### src/rtl/rr_arbiter_8to3_pkg.sv
// Shared constants for the round-robin arbiter: FSM state encodings, default hold limit
// and a constant-evaluable log2 helper.
package rr_arbiter_8to3_pkg;

    localparam int unsigned DefaultMaxHold = 16;

    localparam logic StIdle  = 1'b0;
    localparam logic StGrant = 1'b1;

    function automatic int unsigned clog2(input int unsigned v);
        int unsigned r;
        r = 0;
        while ((64'd1 << r) < 64'(v)) r++;
        return r;
    endfunction

endpackage

### src/rtl/rr_arbiter_8to3_if.sv
// Request/grant bundle between the requesting engines (master) and the arbiter (slave).
interface rr_arbiter_8to3_if
    import rr_arbiter_8to3_pkg::*;
#(
    parameter int unsigned N     = 8,
    parameter int unsigned IDX_W = clog2(N)
);
    logic             en;
    logic [N-1:0]     req;
    logic [N-1:0]     gnt;
    logic [IDX_W-1:0] gnt_idx;
    logic             gnt_valid;
    logic             hold_expired;

    modport master (
        output en, req,
        input  gnt, gnt_idx, gnt_valid, hold_expired
    );

    modport slave (
        input  en, req,
        output gnt, gnt_idx, gnt_valid, hold_expired
    );
endinterface

### src/rtl/rr_arbiter_8to3_prio_enc.sv
// Rotating priority encoder: first set request at or after ptr, wrapping N-1 -> 0.
// Uses the mask-and-double trick so the search is a plain lowest-set-bit encode.
module rr_arbiter_8to3_prio_enc
    import rr_arbiter_8to3_pkg::*;
#(
    parameter int unsigned N     = 8,
    parameter int unsigned IDX_W = clog2(N)
) (
    input  logic [N-1:0]     req,
    input  logic [IDX_W-1:0] ptr,
    output logic             found,
    output logic [IDX_W-1:0] idx
);
    logic [N-1:0]   masked;
    logic [2*N-1:0] dbl;
    logic [IDX_W:0] pos;

    always_comb begin
        for (int i = 0; i < N; i++) begin
            masked[i] = req[i] && (i >= int'(ptr));
        end
        // Lower half holds requests at/after ptr; upper half supplies the wrapped ones.
        dbl   = {req, masked};
        found = 1'b0;
        pos   = '0;
        for (int i = 2 * N - 1; i >= 0; i--) begin
            if (dbl[i]) begin
                found = 1'b1;
                pos   = (IDX_W + 1)'(i);
            end
        end
        idx = (pos >= (IDX_W + 1)'(N)) ? IDX_W'(pos - (IDX_W + 1)'(N)) : IDX_W'(pos);
    end

endmodule

### src/rtl/rr_arbiter_8to3.sv
// Registered round-robin arbiter with grant hold and a bounded hold time when others wait.
module rr_arbiter_8to3
    import rr_arbiter_8to3_pkg::*;
#(
    parameter int unsigned N        = 8,
    parameter int unsigned IDX_W    = clog2(N),
    parameter int unsigned MAX_HOLD = DefaultMaxHold
) (
    input logic                 clk,
    input logic                 rst_n,
    rr_arbiter_8to3_if.slave    bus
);
    localparam int unsigned HoldW = (MAX_HOLD > 0) ? clog2(MAX_HOLD + 1) : 1;

    logic             state_q, state_d;
    logic [IDX_W-1:0] ptr_q, ptr_d;
    logic [IDX_W-1:0] idx_q, idx_d;
    logic [N-1:0]     gnt_q, gnt_d;
    logic [HoldW-1:0] hold_q, hold_d;
    logic             exp_q, exp_d;

    logic             found;
    logic [IDX_W-1:0] pick;
    logic             drop, expire, hold_at_max;

    rr_arbiter_8to3_prio_enc #(
        .N     (N),
        .IDX_W (IDX_W)
    ) u_prio_enc (
        .req   (bus.req),
        .ptr   (ptr_q),
        .found (found),
        .idx   (pick)
    );

    always_comb begin
        state_d     = state_q;
        ptr_d       = ptr_q;
        idx_d       = idx_q;
        gnt_d       = gnt_q;
        hold_d      = hold_q;
        exp_d       = 1'b0;
        hold_at_max = (MAX_HOLD != 0) && (hold_q == HoldW'(MAX_HOLD));
        drop        = !bus.en || !bus.req[idx_q];
        expire      = hold_at_max && |(bus.req & ~gnt_q);

        case (state_q)
            StIdle: begin
                if (bus.en && found) begin
                    state_d = StGrant;
                    gnt_d   = {{(N - 1){1'b0}}, 1'b1} << pick;
                    idx_d   = pick;
                    hold_d  = HoldW'(1);
                end else begin
                    gnt_d = '0;
                    idx_d = '0;
                end
            end
            default: begin
                if (drop || expire) begin
                    // Release always passes priority to the next index, even on a forced release.
                    state_d = StIdle;
                    gnt_d   = '0;
                    idx_d   = '0;
                    hold_d  = '0;
                    exp_d   = !drop;
                    ptr_d   = (idx_q == IDX_W'(N - 1)) ? '0 : idx_q + 1'b1;
                end else if ((MAX_HOLD != 0) && !hold_at_max) begin
                    hold_d = hold_q + 1'b1;
                end
            end
        endcase
    end

    always_ff @(posedge clk or negedge rst_n) begin
        if (!rst_n) begin
            state_q <= StIdle;
            ptr_q   <= '0;
            idx_q   <= '0;
            gnt_q   <= '0;
            hold_q  <= '0;
            exp_q   <= 1'b0;
        end else begin
            state_q <= state_d;
            ptr_q   <= ptr_d;
            idx_q   <= idx_d;
            gnt_q   <= gnt_d;
            hold_q  <= hold_d;
            exp_q   <= exp_d;
        end
    end

    assign bus.gnt          = gnt_q;
    assign bus.gnt_idx      = idx_q;
    assign bus.gnt_valid    = |gnt_q;
    assign bus.hold_expired = exp_q;

endmodule
### src/flat_wrapper.sv
// flat-port wrapper written by rule: the top's interface ports become plain ports
module rr_arbiter_8to3_flat import rr_arbiter_8to3_pkg::*;
#(
    parameter int unsigned N        = 8,
    parameter int unsigned IDX_W    = clog2(N),
    parameter int unsigned MAX_HOLD = DefaultMaxHold
)
  (clk, rst_n, bus_en, bus_req, bus_gnt, bus_gnt_idx, bus_gnt_valid, bus_hold_expired);
  rr_arbiter_8to3_if #(.N(N), .IDX_W(IDX_W)) bus_i ();
  input logic clk;
  input logic rst_n;
  input wire logic [$bits(bus_i.en)-1:0] bus_en;
  input wire logic [$bits(bus_i.req)-1:0] bus_req;
  output wire logic [$bits(bus_i.gnt)-1:0] bus_gnt;
  output wire logic [$bits(bus_i.gnt_idx)-1:0] bus_gnt_idx;
  output wire logic [$bits(bus_i.gnt_valid)-1:0] bus_gnt_valid;
  output wire logic [$bits(bus_i.hold_expired)-1:0] bus_hold_expired;
  assign bus_i.en = bus_en;
  assign bus_i.req = bus_req;
  assign bus_gnt = bus_i.gnt;
  assign bus_gnt_idx = bus_i.gnt_idx;
  assign bus_gnt_valid = bus_i.gnt_valid;
  assign bus_hold_expired = bus_i.hold_expired;
  rr_arbiter_8to3 #(.N(N), .IDX_W(IDX_W), .MAX_HOLD(MAX_HOLD)) u_core (.clk(clk), .rst_n(rst_n), .bus(bus_i));
endmodule
### config.mk
export PLATFORM = sky130hd
export DESIGN_NAME = rr_arbiter_8to3_flat
export DESIGN_NICKNAME = d
export VERILOG_FILES = /design/src/rtl/rr_arbiter_8to3_pkg.sv /design/src/rtl/rr_arbiter_8to3_if.sv /design/src/rtl/rr_arbiter_8to3_prio_enc.sv /design/src/rtl/rr_arbiter_8to3.sv /design/src/flat_wrapper.sv
export SDC_FILE = /design/constraint.sdc
export NUM_CORES = 1
export LEC_CHECK = 0
export CAP_MARGIN = 25
export CORE_ASPECT_RATIO = 0.8
export CORE_MARGIN = 2
export CORE_UTILIZATION = 30
export CTS_BUF_LIST = sky130_fd_sc_hd__clkbuf_4 sky130_fd_sc_hd__clkbuf_8
export CTS_CLUSTER_SIZE = 12
export DETAILED_ROUTE_END_ITERATION = 6
export GPL_TIMING_DRIVEN = 0
export PLACE_DENSITY = 0.56
export SYNTH_ARGS = -nofsm -noshare
export SYNTH_HDL_FRONTEND = slang
export SYNTH_SLANG_ARGS = --single-unit
### constraint.sdc
create_clock -name clk -period 2.9 [get_ports clk]
set_input_delay 0.58 -clock clk [delete_from_list [all_inputs] [get_ports clk]]
set_output_delay 0.58 -clock clk [all_outputs]
set_load 0.03 [all_outputs]
Yosys cells after proc, flatten, opt, wreduce, memory -nomap -nowiden
Index checks and enable logic that the tools add are counted.
{"block": "word_totals", "ff_bits": 21, "latchBits": 0, "word_cells": 93, "mem_bits_rw": 0, "rom_bits": 0, "mem_count": 0}
{"block": "classes", "n_shift": 1, "muxes": 49, "bitwise": 2, "n_eq_ne": 4, "add_sub_neg": 3, "n_lt_le_gt_ge": 9, "n_div": 0, "multipliers": 0, "reduce_logical": 19}
{"cell": "two-way mux 4 bit", "count": 15}
{"cell": "two-way mux 8 bit", "count": 3}
{"cell": "two-way mux 1 bit", "count": 21}
{"cell": "two-way mux 5 bit", "count": 4}
{"cell": "OR reduction 8 bit", "count": 2}
{"cell": "two-way mux 3 bit", "count": 5}
{"cell": ">= comparator 3 bit, first input constant", "count": 3}
{"cell": "logical AND 1 bit", "count": 9}
{"cell": "bitwise AND 8 bit", "count": 1}
{"cell": "NOT 8 bit", "count": 1}
{"cell": "<< shifter 1 x 3 -> 8 bit, first input constant", "count": 1}
{"cell": ">= comparator 1 x 3 -> 1 bit, first input constant", "count": 2}
{"cell": ">= comparator 2 x 3 -> 1 bit, first input constant", "count": 2}
{"cell": "adder 5 x 1 -> 5 bit, second input constant", "count": 1}
{"cell": "equality test 5 bit, second input constant", "count": 1}
{"cell": ">= comparator 4 bit, second input constant", "count": 1}
{"cell": "less-than comparator 3 x 4 -> 1 bit, second input constant", "count": 1}
{"cell": "AND reduction 2 bit", "count": 2}
{"cell": "adder 3 x 1 -> 3 bit, second input constant", "count": 1}
{"cell": "binary-select mux 1 bit (select 3 bit)", "count": 1}
{"cell": "equality test 3 bit, second input constant", "count": 1}
{"cell": "logical NOT 1 bit", "count": 3}
{"cell": "!= test 3 bit, second input constant", "count": 1}
{"cell": "subtractor 3 x 1 -> 3 bit, second input constant", "count": 1}
{"cell": "other kinds (3)", "count": 4}

Logic depth before layout (Yosys ltp)
Gate-level depths: netlist of run 1.
{"block": "depth", "depth_word": 20, "mapped_depth": 9, "mapped_depth_nobuf": 8}

By module
Synthesis of run 1 repeated with hierarchy kept, for this count alone.
{"block": "unflattened", "cells_unflattened": 155, "hier_area_um2": 1415.1}
{"mod": "rr_arbiter_8to3", "area_each_um2": 1152.4, "instances": 1, "cells_each": 112}
{"mod": "rr_arbiter_8to3_prio_enc", "area_each_um2": 262.8, "instances": 1, "cells_each": 43}

Least setup slack after synthesis of run 1
OpenSTA, ideal clock, no wires.
{"block": "synth_timing", "kind": "flip-flop to flip-flop", "from": "register u_core.idx_q[0], in the netlist u_core.bus.gnt_idx[0]", "to": "register u_core.gnt_q[0], in the netlist u_core.bus.gnt[0]", "synth_period_minus_slack_ns": 2.195, "path_buffers": 1, "t_required_ns": 2.778, "arrival_time_ns": 2.073, "stages_incl_launch_ff": 7, "setup_slack_ns": 0.705, "path_cell_list": "dfrtp_1 > mux4_1 > mux2_4 > and3_4 > and2_4 > buf_6 > a32o_1"}
{"block": "synth_between", "elab_chain_len": 6}
{"item": "start: declaration", "line_no": "rr_arbiter_8to3.sv:17", "source": "logic [IDX_W-1:0] idx_q, idx_d;"}
{"item": "start signal: assignment", "line_no": "rr_arbiter_8to3.sv:86", "source": "idx_q <= idx_d;"}
{"item": "binary-select mux 1 bit (select 3 bit)", "line_no": "rr_arbiter_8to3.sv:44", "source": "drop = !bus.en || !bus.req[idx_q];"}
{"item": "two-way mux 1 bit (implied by the code)", "line_no": "rr_arbiter_8to3.sv:44"}
{"item": "logical NOT 1 bit", "line_no": "rr_arbiter_8to3.sv:44"}
{"item": "logical OR 1 bit", "line_no": "rr_arbiter_8to3.sv:44"}
{"item": "logical OR 1 bit", "line_no": "rr_arbiter_8to3.sv:60", "source": "if (drop || expire) begin"}
{"item": "!= test 2 bit (no line)"}
{"item": "end signal: assignment", "line_no": "rr_arbiter_8to3.sv:87", "source": "gnt_q <= gnt_d;"}
{"item": "end: declaration", "line_no": "rr_arbiter_8to3.sv:18", "source": "logic [N-1:0] gnt_q, gnt_d;"}
Every way passes these cells. The select of a mux whose other input is x is not followed.
A chain may end at the register's enable or synchronous reset.

Worst setup path after layout of run 1
{"block": "layout_timing", "from": "input port bus_req[2]", "to": "register u_core.gnt_q[7], in the netlist u_core.bus.gnt[7]"}
{"block": "layout_between", "elab_chain_len": 16, "word_cells_on_any_way": 39}
{"item": "start: declaration", "line_no": "flat_wrapper.sv:13", "source": "input wire logic [$bits(bus_i.req)-1:0] bus_req;"}
{"item": "two-way mux 4 bit (11 in a row)", "line_no": "rr_arbiter_8to3_prio_enc.sv:27", "source": "if (dbl[i]) begin"}
{"item": ">= comparator 4 bit / subtractor 3 x 1 -> 3 bit (equally long branches)", "line_no": "rr_arbiter_8to3_prio_enc.sv:32", "source": "idx = (pos >= (IDX_W + 1)'(N)) ? IDX_W'(pos - (IDX_W + 1)'(N)) : IDX_W'(pos);"}
{"item": "two-way mux 3 bit", "line_no": "rr_arbiter_8to3_prio_enc.sv:32"}
{"item": "<< shifter 1 x 3 -> 8 bit", "line_no": "rr_arbiter_8to3.sv:51", "source": "gnt_d = {{(N - 1){1'b0}}, 1'b1} << pick;"}
{"item": "two-way mux 8 bit", "line_no": "rr_arbiter_8to3.sv:49", "source": "if (bus.en && found) begin"}
{"item": "two-way mux 8 bit", "line_no": "rr_arbiter_8to3.sv:47", "source": "case (state_q)"}
Parallel ways exist; a longest one is shown, timed or not. The select of a mux whose other input is x is not followed.

==> out/metrics.yaml, run 1 <==
synth_ff_type: "dfrtp_1"
grt_pass1_vias: 1162
dpl.cell_count: 219
end_kind: "register"
synth.distinct_cells: 38
placed_cell_area_um2: 1610
hold_viol_final: 0
num_antenna_cells: 0
drtIter0Drc: 89
cts_tree: "done"
vias_per_cell: 5.36
antenna_found_initial: 0
cellPowerDensity_nw_per_um2: 712
die_x_um: 77.9
synthTopCellsByArea: "dfrtp_1, a32o_1, nand2_1"
rr_startpoint: "u_core.hold_q[0]$_DFFE_PN0P_"
io_pins: 24
min_period_ns: 2.52
path_cells: "clkdlybuf4s50_1, mux4_1, mux2_4, and3_4, and2_4, buf_6, a32o_1"
htree_levels: 1
clk_latency_ns: 0.26
synth_area_um2: 1310
syn2layout_area_growth_pct: 28.5
whs_endpoint: "u_core.hold_q[4]$_DFFE_PN0P_"
root_buffer: "clkbuf_8"
core_area_um2: 4180
finClkSkew_ns: 0.00446
rsz0062_at_grt: "false"
synth_fp_nets: 154
worstMarginPinSlew_ns: 0.776
timing.final.ws_setup_ns: 0.376
hp-start: "u_core.hold_q[4]$_DFFE_PN0P_"
track_usage_pct: 15.0
synth-async-reset-ratio_pct: 100
synth.largest_area_cell: "dfrtp_1"
syn_avg_cell_area_um2: 9.42
cap_viol_max_count: 0
pre_cts_slack_ns: 0.0661
start_kind: "input port"
hp-class: "register to register"
nNetsFinal: 183
crit_fanout: 10
timing.final.crit_share_pct: 87.0
grt_max_degree: 22
finalWeightedCongestion: 0.907
drt-total-wl_um: 3540
tns_ns: 0
firstDrtPassIters: 4
numPortBuffers: 23
synth-edff-count: 0
r2r_slack_ns: 0.60
synthDominantCellAreaShare_pct: 40.1
p_total_mw: 1.20
reg2reg_to: "u_core.bus.gnt[7]$_DFFE_PN0P_"
cp_num_buf_inv: 2
detail_route.wl_per_cell_um: 15.8
max_freq_mhz: 396
ant_nets: 0
stdcell_count: 224
cp_data_arrival_time_ns: 2.68
r2r_cells: 8
holdWs_ns: 0.552
grt_pass1_wl_um: 5910
num_rows: 21
finalInstanceArea_um2: 1680
leakage_nw: 0.717
path_clk_slew_ns: 0.08
ys_ff_latch: 21
worstSetupPathType: "input port to register"
maxSlewViolCount: 0
timing.slew.headroom_pct: 47.9
cp_top_family: "multiplexers"
syn_inst: 139
cts_max_path_buffers: 2
drc_errors: 0
finalSetupViolCount: 0
postLayoutCoreUtil_pct: 40.3
hold-path-cell-count: 2
cts_hold_buf: 0
drive_above_1_share_pct: 6.59
grt_overflow: 0
critPathSlowestCell: "mux4_1"
vdd_drop_max_mv: 0.472
dieHeight_um: 63.1
cts_buffers: 3
cts.sinks: 21
worstPathRequired_ns: 3.05
die_area_um2: 4910
max_stage_delay_ns: 0.55
status: "finished clean"
ys_warn_count: 0
initial_core_util_pct: 31.4
yosysSeqAreaShare_pct: 40.1
dpl.hpwl_um: 2640
vias: 1201
[layout by cell type (no fill, tap or decap), drive strengths merged]
cell type	count
buf	2
o41ai	1
nand2	15
a221o	1
a21o	2
a21oi	10
a31oi	1
nor4	3
o21ai	9
o21bai	1
nand3	5
and3	1
mux2	4
xor2	1
inv	12
o211ai	1
nor3b	2
nor2b	6
nand3b	2
clkdlybuf4s50	23
nor2	4
a22oi	1
a21boi	1
a211oi	1
clkbuf	6
nand4b	1
and2	3
mux4	2
a2bb2oi	1
nand2b	1
ha	4
nor3	4
o22ai	5
o31ai	1
a32o	8
a21bo	1
dfrtp	21
[worst reg2reg max path, cell delays in order, from the launching register on]
cell and delay [ns]:
dfrtp_1 0.42, inv_1 0.09, ha_1 0.15, nand2_1 0.05, nor3_1 0.60, o41ai_2 0.30, and2_4 0.24, buf_6 0.14
a32o_1 0.20
[synthesized netlist by cell type (all sizes together) (2+ instances only)]
| cell | instances |
|---|---|
| a21o | 2 |
| a21oi | 10 |
| a32o | 8 |
| and2 | 3 |
| clkbuf | 2 |
| dfrtp | 21 |
| ha | 4 |
| inv | 12 |
| mux2 | 4 |
| mux4 | 2 |
| nand2 | 15 |
| nand3 | 5 |
| nand3b | 2 |
| nor2 | 4 |
| nor2b | 6 |
| nor3 | 4 |
| nor3b | 2 |
| nor4 | 3 |
| o21ai | 9 |
| o22ai | 5 |
[registers in the layout, summed over array words and instances, names as in the netlist]
register,flops
u_core.state_q,1
u_core.ptr_q,3
u_core.bus.hold_expired,1
u_core.hold_q,5
u_core.bus.gnt,8
u_core.bus.gnt_idx,3
[power breakdown]
part / switching [mW] / internal [mW] / leakage, nW
clock network: 0.0963 / 0.107 / 0.0262
registers: 0.0741 / 0.349 / 0.280
logic: 0.329 / 0.242 / 0.411
[cells by family after synthesis]
family	share of synthesized area [%]
AO/OA/AOI/OAI	23.7
XOR/XNOR	0.669
adder cells (fa/ha/maj)	3.82
buffers and inverters	4.87
flip-flops	40.1
multiplexers	7.74
AND/OR/NAND/NOR	19.1
[repair_timing]
item	4_1_cts	5_1_grt
resized for setup	0	1
buffers inserted	0	0
endpoints found under the setup margin	0	3
[metal layers]
| layer | track usage, % | vias up | routed length [um] |
|---|---|---|---|
| met5 | 0 | - | 0 |
| met3 | 3.15 | 4 | 172 |
| met2 | 22.4 | 38 | 1520 |
| met4 | 1.79 | 0 | 23 |
| met1 | 22.7 | 580 | 1820 |
| li1 | - | 579 | - |
[worst max path at each step]
stage                                            startpoint                            end  slack [ns]  cells past startpoint
after floorplan           u_core.bus.gnt_idx[0]$_DFFE_PN0P_  u_core.bus.gnt[0]$_DFFE_PN0P_        0.71                      6
after global placement                           bus_req[2]    u_core.ptr_q[0]$_DFFE_PN0P_        0.09                      7
after detailed placement                         bus_req[2]    u_core.ptr_q[0]$_DFFE_PN0P_        0.07                      7
after CTS                                        bus_req[2]    u_core.ptr_q[0]$_DFFE_PN0P_        0.33                      7
after global routing                             bus_req[2]    u_core.ptr_q[2]$_DFFE_PN0P_        0.25                      7
final                                            bus_req[2]  u_core.bus.gnt[7]$_DFFE_PN0P_        0.38                      7
[final cells by class]
| cell class | count | area, um^2 |
|---|---|---|
| repair buffers | 24 | 245 |
| plain buffers | 3 | 18.8 |
| inverters | 12 | 45.0 |
| multi-input cells | 103 | 728 |
| clock buffers | 4 | 48.8 |
| fillers | 409 | 2490 |
| flip-flops and latches | 21 | 526 |
| well taps | 57 | 71.3 |
Note: power is estimated with default switching activity, not from simulation.
==> run 2: changes to the inputs <==
Settings changed: ABC_CLOCK_PERIOD_IN_PS from default to 2900.
==> results of run 2 <==
Same layout as run 1: the final DEF is identical, and so are final timing and power.
==> variant, RTL diff (config.mk and constraints of run 1) <==
Reset style: synchronous (`rst_n`), changed in one clocked block.
--- a/src/rtl/rr_arbiter_8to3.sv
+++ b/src/rtl/rr_arbiter_8to3.sv
@@ -72,7 +72,7 @@
         endcase
     end
 
-    always_ff @(posedge clk or negedge rst_n) begin
+    always_ff @(posedge clk) begin
         if (!rst_n) begin
             state_q <= StIdle;
             ptr_q   <= '0;
Formal check against the unedited RTL: differs if rst_n is asserted again (counterexample within 4 cycles, from zero or initial values and one cycle with rst_n low); with rst_n held inactive, the same outputs for 10 cycles.
==> variant against run 1 <==
Final area fell by 0.22%. Via count rose by 9.5%. Hold slack got worse by 0.048 ns. Clock skew fell by 0.0034 ns. Global-route usage rose by 0.27 points. Worst setup slack improved by 0.065 ns. Cell count rose by 8.0%. Synthesized area rose by 2.2%. Routed wire length rose by 2.1%. Sequential cell count did not move. Die area rose by 2.1%. Highest routed layer unchanged.
Power is not compared: it rests on default switching activity, and its combinational part moved more than twofold at a synthesized area within 25%.
==> variant: results (changes against run 1) <==
| Metric | Value |
|---|---|
| Outcome | `complete, no violations` |
| Most frequent cells after synthesis | `dfxtp_1, nand2_1, inv_1, nor2_1, nand3_1` |
| Synth Flop Type | `dfxtp_1` |
| GR Util All Layers | `15.2% (+0.27 points)` |
| Total Wirelength | `3610 um (+2.1%)` |
| Avg WL per Cell | `14.9 um (-5.4%)` |
| Delay-heaviest family, CP | `buffers and inverters` |
| Syn nets | `174 (+13%)` |
| Seq area share | `25.0% (-6.2 points)` |
| Vias in the first global route | `1,251 (+7.7%)` |
| Register area | `420 sq um (-20%)` |
| Signal buffers share of area | `15.2% (-0.49 points)` |
| Share of the synthesized area in the top cell type | `31.4% (-8.7 points)` |
| Critical path peak fanout | `7 (-3)` |
| Fill cells | `438 (+7.1%)` |
| Bufs w/o clock | `29 (+7.4%)` |
| Multi-input combinational area share | `49.9% (+6.7 points)` |
| Largest net degree at the start of global routing | `12 (-45%)` |
| Final layout net count | `201 (+9.8%)` |
| Share of cells above drive strength 1 | `12.4% (+5.8 points)` |
| Pwr dens | `around 380 nW/um^2` |
| Pre-CTS setup slack | `0.199 ns (+0.133 ns)` |
| Post-DP HPWL | `2770 um (+5.0%)` |
| First DRT Iteration DRCs | `116 (+30%)` |
| IO Port Bufs | `22 (-4.3%)` |
| First-pass GRT wire length | `6070 um (+2.7%)` |
| Placed insts | `238 (+8.7%)` |
| DP Area | `1630 sq um (+1.2%)` |
| ClkCell Share | `2.91% (+0.0065 points)` |
| Actual slew at the worst max-slew pin | `0.562 ns (-0.214 ns)` |
| Hold_sp | `u_core.bus.gnt[4]$_SDFFE_PN0P_` |
| Post-Route Skew | `0.00111 ns (-0.00335 ns)` |
| Number of multi-input logic gates | `119 (+16%)` |
| Critical-path cell with the highest stage delay | `clkdlybuf4s50_1` |
| Fraction of registers with async set/reset | `0% (-100 points)` |
| Synth area leaders | `dfxtp_1, nand2_1, ha_1` |
| Crit. Startpoint | `bus_req[4]` |
| Avg Synthesized Cell Area | `8.42 sq um (-11%)` |
| Sequential share of the synthesized area | `31.4% (-8.7 points)` |
| Power Internal | `between 0.4 and 0.5 mW` |
| R2R Path Start | `u_core.ptr_q[2]$_SDFFE_PN0P_` |
| Synth unique cells | `49 (+29%)` |
## variant: worst paths after layout
kind / to / slack, ns / cells past startpoint
max reg2reg: u_core.bus.gnt_idx[0]$_SDFFE_PN0P_ / 0.88 / 7
min reg2reg: u_core.bus.gnt[4]$_SDFFE_PN0P_ / 0.50 / 1
min: u_core.bus.gnt[4]$_SDFFE_PN0P_ / 0.50 / 1
max: u_core.bus.gnt_idx[0]$_SDFFE_PN0P_ / 0.44 / 8
## variant: routing by layer
layer / share of wire (%) / GRT usage [%] / vias to the layer above
met5: 0 / 0 / -
met4: 0.55 / 2.85 / 0
met3: 4.1 / 3.53 / 2
met2: 45 / 22.9 / 31
met1: 51 / 22.3 / 628
li1: - / - / 654
## variant: cells by family (layout without fill, tap and decap cells)
kind of cell    count (synthesis)  after routing  share of synthesized area [%]
fa+ha+maj                       4              4                           3.74
xor+xnor                        3              3                           1.96
compound gates                 47             47                           28.8
simple gates                   60             60                           24.4
buf+inv                        19             45                           5.98
mux                             5              5                           3.74
flops                          21             21                           31.4
